<file path="src/rtl/lane_skid_reg_pkg.sv">
// Shared definitions for the lane skid register slice: slot-occupancy state
// encodings and default lane geometry.
package lane_skid_reg_pkg;

    typedef enum logic [1:0] {
        LS_EMPTY = 2'd0,
        LS_ONE   = 2'd1,
        LS_FULL  = 2'd2
    } ls_state_t;

    localparam int DEF_LANES = 4;
    localparam int DEF_WIDTH = 8;

endpackage

</file>
<file path="src/rtl/lane_slot_reg.sv">
// One word slot: striped lane data plus lane mask, with load enable, clear
// and masked capture (inactive lanes are stored as zero).
module lane_slot_reg
    import lane_skid_reg_pkg::*;
#(
    parameter int LANES = DEF_LANES,
    parameter int WIDTH = DEF_WIDTH
) (
    input  logic                   clkf,
    input  logic                   reset,
    input  logic                   clear,
    input  logic                   load,
    input  logic [LANES*WIDTH-1:0] d_data,
    input  logic [LANES-1:0]       d_mask,
    output logic [LANES*WIDTH-1:0] q_data,
    output logic [LANES-1:0]       q_mask
);

    logic [LANES*WIDTH-1:0] masked;

    // NOTE: every always_comb output gets a default first so no path leaves it unassigned (no latch).
    always_comb begin
        masked = '0;
        for (int i = 0; i < LANES; i++) begin
            if (d_mask[i]) masked[i*WIDTH +: WIDTH] = d_data[i*WIDTH +: WIDTH];
        end
    end

    // NOTE: this is a plain register, not a memory, so it is reset; outputs must read zero after reset.
    always_ff @(posedge clkf) begin
        if (reset || clear) begin
            // NOTE: sequential state uses non-blocking assignments only.
            q_data <= '0;
            q_mask <= '0;
        end else if (load) begin
            q_data <= masked;
            q_mask <= d_mask;
        end
    end

endmodule

</file>
<file path="src/rtl/lane_skid_reg.sv">
// N-lane ready/valid register slice with a 2-entry skid buffer, synchronous
// flush and a saturating backpressure-cycle counter.
module lane_skid_reg
    import lane_skid_reg_pkg::*;
#(
    parameter int LANES = DEF_LANES,
    parameter int WIDTH = DEF_WIDTH,
    parameter int CNT_W = 16
) (
    input  logic                   clkf,
    input  logic                   reset,
    input  logic                   flush,
    input  logic                   in_valid,
    output logic                   in_ready,
    input  logic [LANES*WIDTH-1:0] in_data,
    input  logic [LANES-1:0]       in_mask,
    output logic                   out_valid,
    input  logic                   out_ready,
    output logic [LANES*WIDTH-1:0] out_data,
    output logic [LANES-1:0]       out_mask,
    output logic [CNT_W-1:0]       stall_cnt
);

    ls_state_t              state, state_next;
    logic                   in_fire, out_fire;
    logic                   main_load, main_from_skid, skid_load;
    logic [LANES*WIDTH-1:0] skid_data, main_d_data;
    logic [LANES-1:0]       skid_mask, main_d_mask;

    // Handshake flags come straight from the state register.
    assign out_valid = (state != LS_EMPTY);
    assign in_ready  = (state != LS_FULL);
    assign in_fire   = in_valid & in_ready;
    assign out_fire  = out_valid & out_ready;

    always_comb begin
        state_next     = state;
        main_load      = 1'b0;
        main_from_skid = 1'b0;
        skid_load      = 1'b0;
        if (flush) begin
            state_next = LS_EMPTY;
        end else begin
            case (state)
                LS_EMPTY: if (in_fire) begin
                    state_next = LS_ONE;
                    main_load  = 1'b1;
                end
                LS_ONE: begin
                    if (in_fire && out_fire) begin
                        main_load = 1'b1;
                    end else if (in_fire) begin
                        state_next = LS_FULL;
                        skid_load  = 1'b1;
                    end else if (out_fire) begin
                        state_next = LS_EMPTY;
                    end
                end
                LS_FULL: if (out_fire) begin
                    state_next     = LS_ONE;
                    main_load      = 1'b1;
                    main_from_skid = 1'b1;
                end
                default: state_next = LS_EMPTY;
            endcase
        end
    end

    always_ff @(posedge clkf) begin
        if (reset) state <= LS_EMPTY;
        else       state <= state_next;
    end

    assign main_d_data = main_from_skid ? skid_data : in_data;
    assign main_d_mask = main_from_skid ? skid_mask : in_mask;

    lane_slot_reg #(.LANES(LANES), .WIDTH(WIDTH)) u_main (
        .clkf   (clkf),
        .reset  (reset),
        .clear  (flush),
        .load   (main_load),
        .d_data (main_d_data),
        .d_mask (main_d_mask),
        .q_data (out_data),
        .q_mask (out_mask)
    );

    lane_slot_reg #(.LANES(LANES), .WIDTH(WIDTH)) u_skid (
        .clkf   (clkf),
        .reset  (reset),
        .clear  (flush),
        .load   (skid_load),
        .d_data (in_data),
        .d_mask (in_mask),
        .q_data (skid_data),
        .q_mask (skid_mask)
    );

    // Debug counter survives flush; only reset clears it.
    always_ff @(posedge clkf) begin
        if (reset) begin
            stall_cnt <= '0;
        end else if (out_valid && !out_ready && (stall_cnt != {CNT_W{1'b1}})) begin
            stall_cnt <= stall_cnt + 1'b1;
        end
    end

endmodule

</file>
<file path="config.mk">
export PLATFORM = sky130hd
export DESIGN_NAME = lane_skid_reg
export DESIGN_NICKNAME = d
export VERILOG_FILES = /design/src/rtl/lane_skid_reg_pkg.sv /design/src/rtl/lane_slot_reg.sv /design/src/rtl/lane_skid_reg.sv
export SDC_FILE = /design/constraint.sdc
export NUM_CORES = 1
export LEC_CHECK = 0
export CORE_ASPECT_RATIO = 0.5
export CORE_UTILIZATION = 40
export DETAILED_ROUTE_END_ITERATION = 10
export GPL_TIMING_DRIVEN = 1
export PLACE_DENSITY_LB_ADDON = 0.08
export SKIP_CTS_REPAIR_TIMING = 1
export SYNTH_ARGS = -nofsm -noshare
export SYNTH_HDL_FRONTEND = slang
export SYNTH_SLANG_ARGS = --single-unit
export TNS_END_PERCENT = 10
</file>
<file path="constraint.sdc">
create_clock -name clkf -period 4.3 [get_ports clkf]
set_input_delay 0.43 -clock clkf [delete_from_list [all_inputs] [get_ports clkf]]
set_output_delay 0.43 -clock clkf [all_outputs]
set_load 0.02 [all_outputs]
</file>
==> results of run 1 <==
## sequential cells by signal, summed over array words and instances, names as in the netlist
signal         flops
u_skid.q_data     32
u_skid.q_mask      4
u_main.q_data     32
stall_cnt         16
state              2
u_main.q_mask      4
## layout by cell type (no fill, tap or decap), types with 5 or more instances in the layout
master,synthesis,routed
o31ai_1,6,6
a21oi_1,86,86
a211o_1,32,32
buf_4,0,6
or3_1,11,11
nand3b_1,32,32
nand3_1,69,69
clkdlybuf4s50_1,0,93
nand2_1,47,47
nor2_1,6,6
dfxtp_1,90,90
or4_1,5,5
o21ai_0,41,41
clkbuf_16,0,9
## worst register-to-register path, cell delays in order (launching register included)
cell	delay, ns
dfxtp_1	0.46
and4bb_2	0.61
buf_4	0.47
mux2i_1	0.12
or3_1	0.33
a21oi_1	0.14
## layer usage
| metal | GRT usage [%] | part of all wire (%) |
|---|---|---|
| met4 | 5.61 | 0.58 |
| met2 | 35.0 | 46 |
| met5 | 0 | 0 |
| met3 | 5.28 | 5.0 |
| met1 | 26.3 | 49 |
## kinds of logic (layout without fill, tap and decap cells)
kind of cell | Yosys count | in the layout | share of synthesized area, %
adders and majority gates | 1 | 1 | 0.298
DFF | 90 | 90 | 42.9
buffers and inverters | 58 | 121 | 5.30
and+or+nand+nor | 191 | 191 | 25.3
muxes | 4 | 4 | 0.952
AOI/OAI and AO/OA | 178 | 178 | 25.3
## per-stage QoR
step           hold slack, ns  utilization, %  total power [mW]  cells
2_1_floorplan           0.437               -             0.943    522
3_3_place_gp            0.444            50.8              1.02    709
3_5_place_dp            0.447            50.8              1.02    709
4_1_cts                 0.456            54.4              1.98    725
5_1_grt                 0.479            54.4              2.03    725
6_report                0.455            54.4              1.96    725
## worst max-delay path by stage
stage | startpoint | endpoint | slack [ns] | depth (start not counted)
4_1_cts | out_ready | u_main.q_mask[1] | 1.92 | 6
3_5_place_dp | out_ready | u_main.q_mask[1] | 1.59 | 6
3_3_place_gp | out_ready | u_main.q_data[24] | 1.64 | 6
6_report | out_ready | u_main.q_mask[1] | 1.90 | 6
5_1_grt | out_ready | u_main.q_mask[1] | 1.72 | 6
2_1_floorplan | stall_cnt[4] | stall_cnt[13] | 2.38 | 4
## where the power goes
group	internal [mW]	leakage (nW)	switching, mW
sequential	0.840	0.726	0.00488
clock	0.642	0.180	0.320
combinational	0.0666	0.734	0.0868
total	1.55	1.64	0.412
## layout make-up
| class | instances | area, um^2 | area share [%] |
|---|---|---|---|
| inverters | 4 | 15.0 | 0.270 |
| multi-input cells | 374 | 2200 | 39.6 |
| flip-flops and latches | 90 | 1800 | 32.4 |
| repair buffers | 101 | 1000 | 18.0 |
| clock inverters | 5 | 125 | 2.25 |
| clock buffers | 11 | 243 | 4.36 |
| well taps | 140 | 175 | 3.15 |
==> metrics, run 1 <==
CTS Buffer Depth=2; pre-CTS setup slack=1.59 ns; Yosys cell types=37; top cells by count, synth=dfxtp_1, a21oi_1, nand3_1; Post-Synthesis Cells=~520; cells on worst reg2reg path=5; sequential fraction of the synthesis area=a little over two fifths; initial antenna violation count=0; Remaining DRCs=0; EDFF count, synth=0; worst skew pair latency=approximately 0.34 ns; I/O pin cnt=95; detailed-route via count=a little over 4000; cell family with most CP delay=buffers and inverters; Post-synth ARST share=0%; pwr/cell area=352 nW/um^2; dominant synthesized flop cell=dfxtp_1; unrepaired setup endpoints after global routing=no; CP max stage delay=roughly 0.60 ns; share of cells above drive strength 1=under 10%; final worst path period need=roughly 2.4 ns; final hold vios=0; starting density of the core=about two fifths; root buf cell=clkbuf_16; fmax=about 0.42 GHz; CP max FO=between 40 and 50; Leak Pwr=roughly 1.6 nW; reg-to-reg endpoint=u_main.q_mask[1]; Row Count=26; hold_sp=u_skid.q_data[6]; Ys Warns=0; Worst R2R Start=state[1]; number of DRC markers in iteration 0=about 290; filler cell count in the final layout=965; FF-to-FF setup slack=roughly 2.1 ns; H-tree levels=3; Worst Path Required=4.57 ns; Min-Delay Path Class=register to register; largest net degree at the start of global routing=76; Antenna Nets Post-Route=0; GR Overflow Total=0; Syn Nets=~560; total global-route track usage=between 20% and 30%; Placer Congestion=between 0.7 and 0.8; WL per Instance=14.9 um; Via density=5.67; clk sinks=90; final wirelength=10800 um; most frequent cell after synthesis=dfxtp_1; chip width=147 um; post-route setup TNS=0 ns; WHS Endpoint=u_skid.q_data[6]; crit path kind=input port to register; slew at the pin with the worst max-slew slack=around 0.9 ns; CP cell instances=clkdlybuf4s50_1 -> and4bb_2 -> buf_4 -> mux2i_1 -> or3_1 -> a21oi_1; first-pass GRT wire length=around 18000 um; TritonCTS clock tree=done; Peak VDD IR=184 uV; Tcrit/Tclk final=between 50% and 60%; Worst Clk Skew=0.00594 ns; nature of the critical path startpoint=input port; crit path DAT=about 2.7 ns; status=completed; ANT cells=0; final setup violation count=0; Core Area=10200 um^2; Crit-path slowest cell=and4bb_2; PortBufs=94; MaxCap Viol Count=0; top cell type's share of synthesized area=42.9%; Bufs and invs on worst path=2; nets@finish=just over 600; Die Y=74.5 um; TritonCTS buffer count=9; Area after DPL=between 5000 and 6000 um^2; vias in the first global route=roughly 3700; clk slew on worst S/H paths=around 0.060 ns; Hold Path Cell Cnt=2; die area=around 11000 um^2; #FFs+latches synth=90; final worst slack=1.90 ns; Synth Cell Area=4200 um^2; max-slew violations=0; Area contributors post-synth=dfxtp_1, a21oi_1, nand3_1, a211o_1, nand3b_1; Setup crit end kind=register; Avg Cell Area, Syn=approximately 8.1 um^2; area growth from synthesis to layout=32.3%; Yosys top cell by area=dfxtp_1; Detail Placement HPWL=approximately 6500 um; post-route cell area=between 5000 and 6000 um^2; drt pass-1 iters=6; Slew HR=between 30 and 40%
(Power assumes the default switching activity.)
==> run 2, diff against run 1 <==
==> constraint.sdc (replaced) <==
create_clock -name clkf -period 2.13 [get_ports clkf]
set_input_delay 0.213 -clock clkf [delete_from_list [all_inputs] [get_ports clkf]]
set_output_delay 0.213 -clock clkf [all_outputs]
set_load 0.02 [all_outputs]
==> metrics, run 2 (synthesis gave the netlist of run 1 again) <==
Die Y=74.5 um (unchanged); chip width=147 um (unchanged); fmax=around 0.53 GHz; TritonCTS clock tree=done; status=completed; final hold vios=0 (unchanged); total global-route track usage=20.2% (-0.31 points); H-tree levels=3 (unchanged); unrepaired setup endpoints after global routing=no; Bufs and invs on worst path=0 (-2); Max Used Layer=met4; vias in the first global route=3561 (-3.4%); Min-Delay Path Class=input port to register; crit path DAT=2.16 ns (-0.51 ns); nets@finish=635 (+2.1%); pwr/cell area=640 nW/um^2 (+82%); Setup crit end kind=register; share of cells above drive strength 1=7.38% (+1.9 points); final wirelength=10900 um (+0.85%); CP max FO=7 (-83%); worst skew pair latency=0.34 ns (about the same); Peak VDD IR=411 uV (+120%); first-pass GRT wire length=17700 um (-1.5%); crit path kind=register to register; Placer Congestion=0.739 (-2.5%); largest net degree at the start of global routing=73 (-3.9%); Top Registers=u_main.q_data (32), u_skid.q_data (32), stall_cnt (16); final worst path period need=1.89 ns; FF-to-FF setup slack=0.24 ns (-1.85 ns); slew at the pin with the worst max-slew slack=0.614 ns (-0.296 ns); Post-Layout Cell Count=736 (+1.5%); DR WL met3=420 um (-21%); die area=10900 um^2 (unchanged); Routed met1 length=5430 um (+3.0%); starting density of the core=41.2% (unchanged); CP cell instances=nand4_4 -> or4b_4 -> or4_1 -> a21oi_1; initial antenna violation count=0 (unchanged); GR Overflow Total=0 (unchanged); detailed-route via count=4112 (+0.073%); Remaining DRCs=0 (unchanged); placed cells=722 (+1.8%); Antenna Nets Post-Route=0 (unchanged); cells on worst reg2reg path=4 (-1); clk sinks=90 (unchanged); TritonCTS buffer count=9 (unchanged); number of DRC markers in iteration 0=271 (-6.2%); Hold Path Cell Cnt=4 (+2); Core Area=10200 um^2 (unchanged); ANT cells=0 (unchanged); clk slew on worst S/H paths=0.06 ns (about the same); cell family with most CP delay=simple AND/OR/NAND/NOR gates; I/O pin cnt=95 (unchanged); root buf cell=clkbuf_16; Row Count=26 (unchanged); Worst Path Required=2.40 ns (-2.17 ns); CP max stage delay=0.58 ns (-0.02 ns); CTS Buffer Depth=2 (unchanged); MaxCap Viol Count=0 (unchanged); max-slew violations=0 (unchanged); post-route setup TNS=0 ns (unchanged); PortBufs=94 (unchanged); critical path depth=4 (-2); Detail Placement HPWL=6750 um (+3.9%); Slew HR=59.0% (+20 points); Tcrit/Tclk final=88.6%; Leak Pwr=1.70 nW (+3.4%); nature of the critical path startpoint=register; most frequent cells in the layout=clkdlybuf4s50_1, dfxtp_1, a21oi_1; final setup violation count=0 (unchanged); worst hold slack=0.437 ns (-0.0180 ns); most common cell after layout, fill and taps aside=clkdlybuf4s50_1; Worst Clk Skew=0.0114 ns (+0.00548 ns); wire length on met2=4980 um (+1.6%); Crit-path slowest cell=or4b_4; Via density=5.59 (-1.4%); drt pass-1 iters=5 (-1); area growth from synthesis to layout=34.6%; WL per Instance=14.8 um (-0.65%)
==> run 2: path summary, 6_finish.rpt <==
check,endpoint,startpoint
setup / recovery,stall_cnt[13],stall_cnt[5]
hold / removal,u_main.q_data[3],flush
setup reg to reg,stall_cnt[13],stall_cnt[5]
hold reg to reg,u_skid.q_data[0],u_skid.q_data[0]
==> run 2: routing by layer <==
| layer | vias to the layer above | global-route usage (%) |
|---|---|---|
| met5 | - | 0 |
| met2 | 88 | 33.9 |
| met4 | 0 | 4.81 |
| li1 | 2048 | - |
| met1 | 1974 | 26.6 |
| met3 | 2 | 5.03 |
==> run 2: power breakdown <==
group | leakage [nW] | switching [mW] | total (mW) | internal (mW)
sequential | 0.726 | 0.00974 | 1.71 | 1.70
combinational | 0.822 | 0.180 | 0.334 | 0.154
clock | 0.147 | 0.627 | 1.58 | 0.955
total | 1.70 | 0.816 | 3.62 | 2.81
==> run 2: area by class of cell <==
class / instances / area [um^2]
multi-input combinational: 374 / 2200
inverter: 4 / 15.0
clock inverter: 3 / 40.0
clock buffer: 11 / 253
timing repair buffer: 114 / 1170
fill: 973 / 4560
tap: 140 / 175
sequential: 90 / 1800
==> run 2: metrics by stage <==
stage	cell area, um^2	power, mW	utilization (%)	setup slack, ns
after global routing	5660	3.77	55.4	0.107
after global placement	5370	2.08	52.5	0.110
after CTS	5660	3.67	55.4	0.221
after floorplan	4200	1.90	-	0.210
final	5660	3.62	55.4	0.242
after detailed placement	5370	2.08	52.5	0.0664
==> run 2: tightest hold or removal path: cells and delay by family <==
kind | cells | cell delay (ns)
buf+inv | 2 | 0.33
compound gates | 2 | 0.19
==> run 3, diff against run 2 <==
--- a/config.mk
+++ b/config.mk
@@ -5,8 +5,10 @@
 export SDC_FILE = /design/constraint.sdc
 export NUM_CORES = 1
 export LEC_CHECK = 0
+export CAP_MARGIN = 10
 export CORE_ASPECT_RATIO = 0.5
 export CORE_UTILIZATION = 40
+export CTS_CLUSTER_SIZE = 25
 export DETAILED_ROUTE_END_ITERATION = 10
 export GPL_TIMING_DRIVEN = 1
 export PLACE_DENSITY_LB_ADDON = 0.08
==> results of run 3 <==
Same layout as run 2: the final DEF is identical, and so are final timing and power.
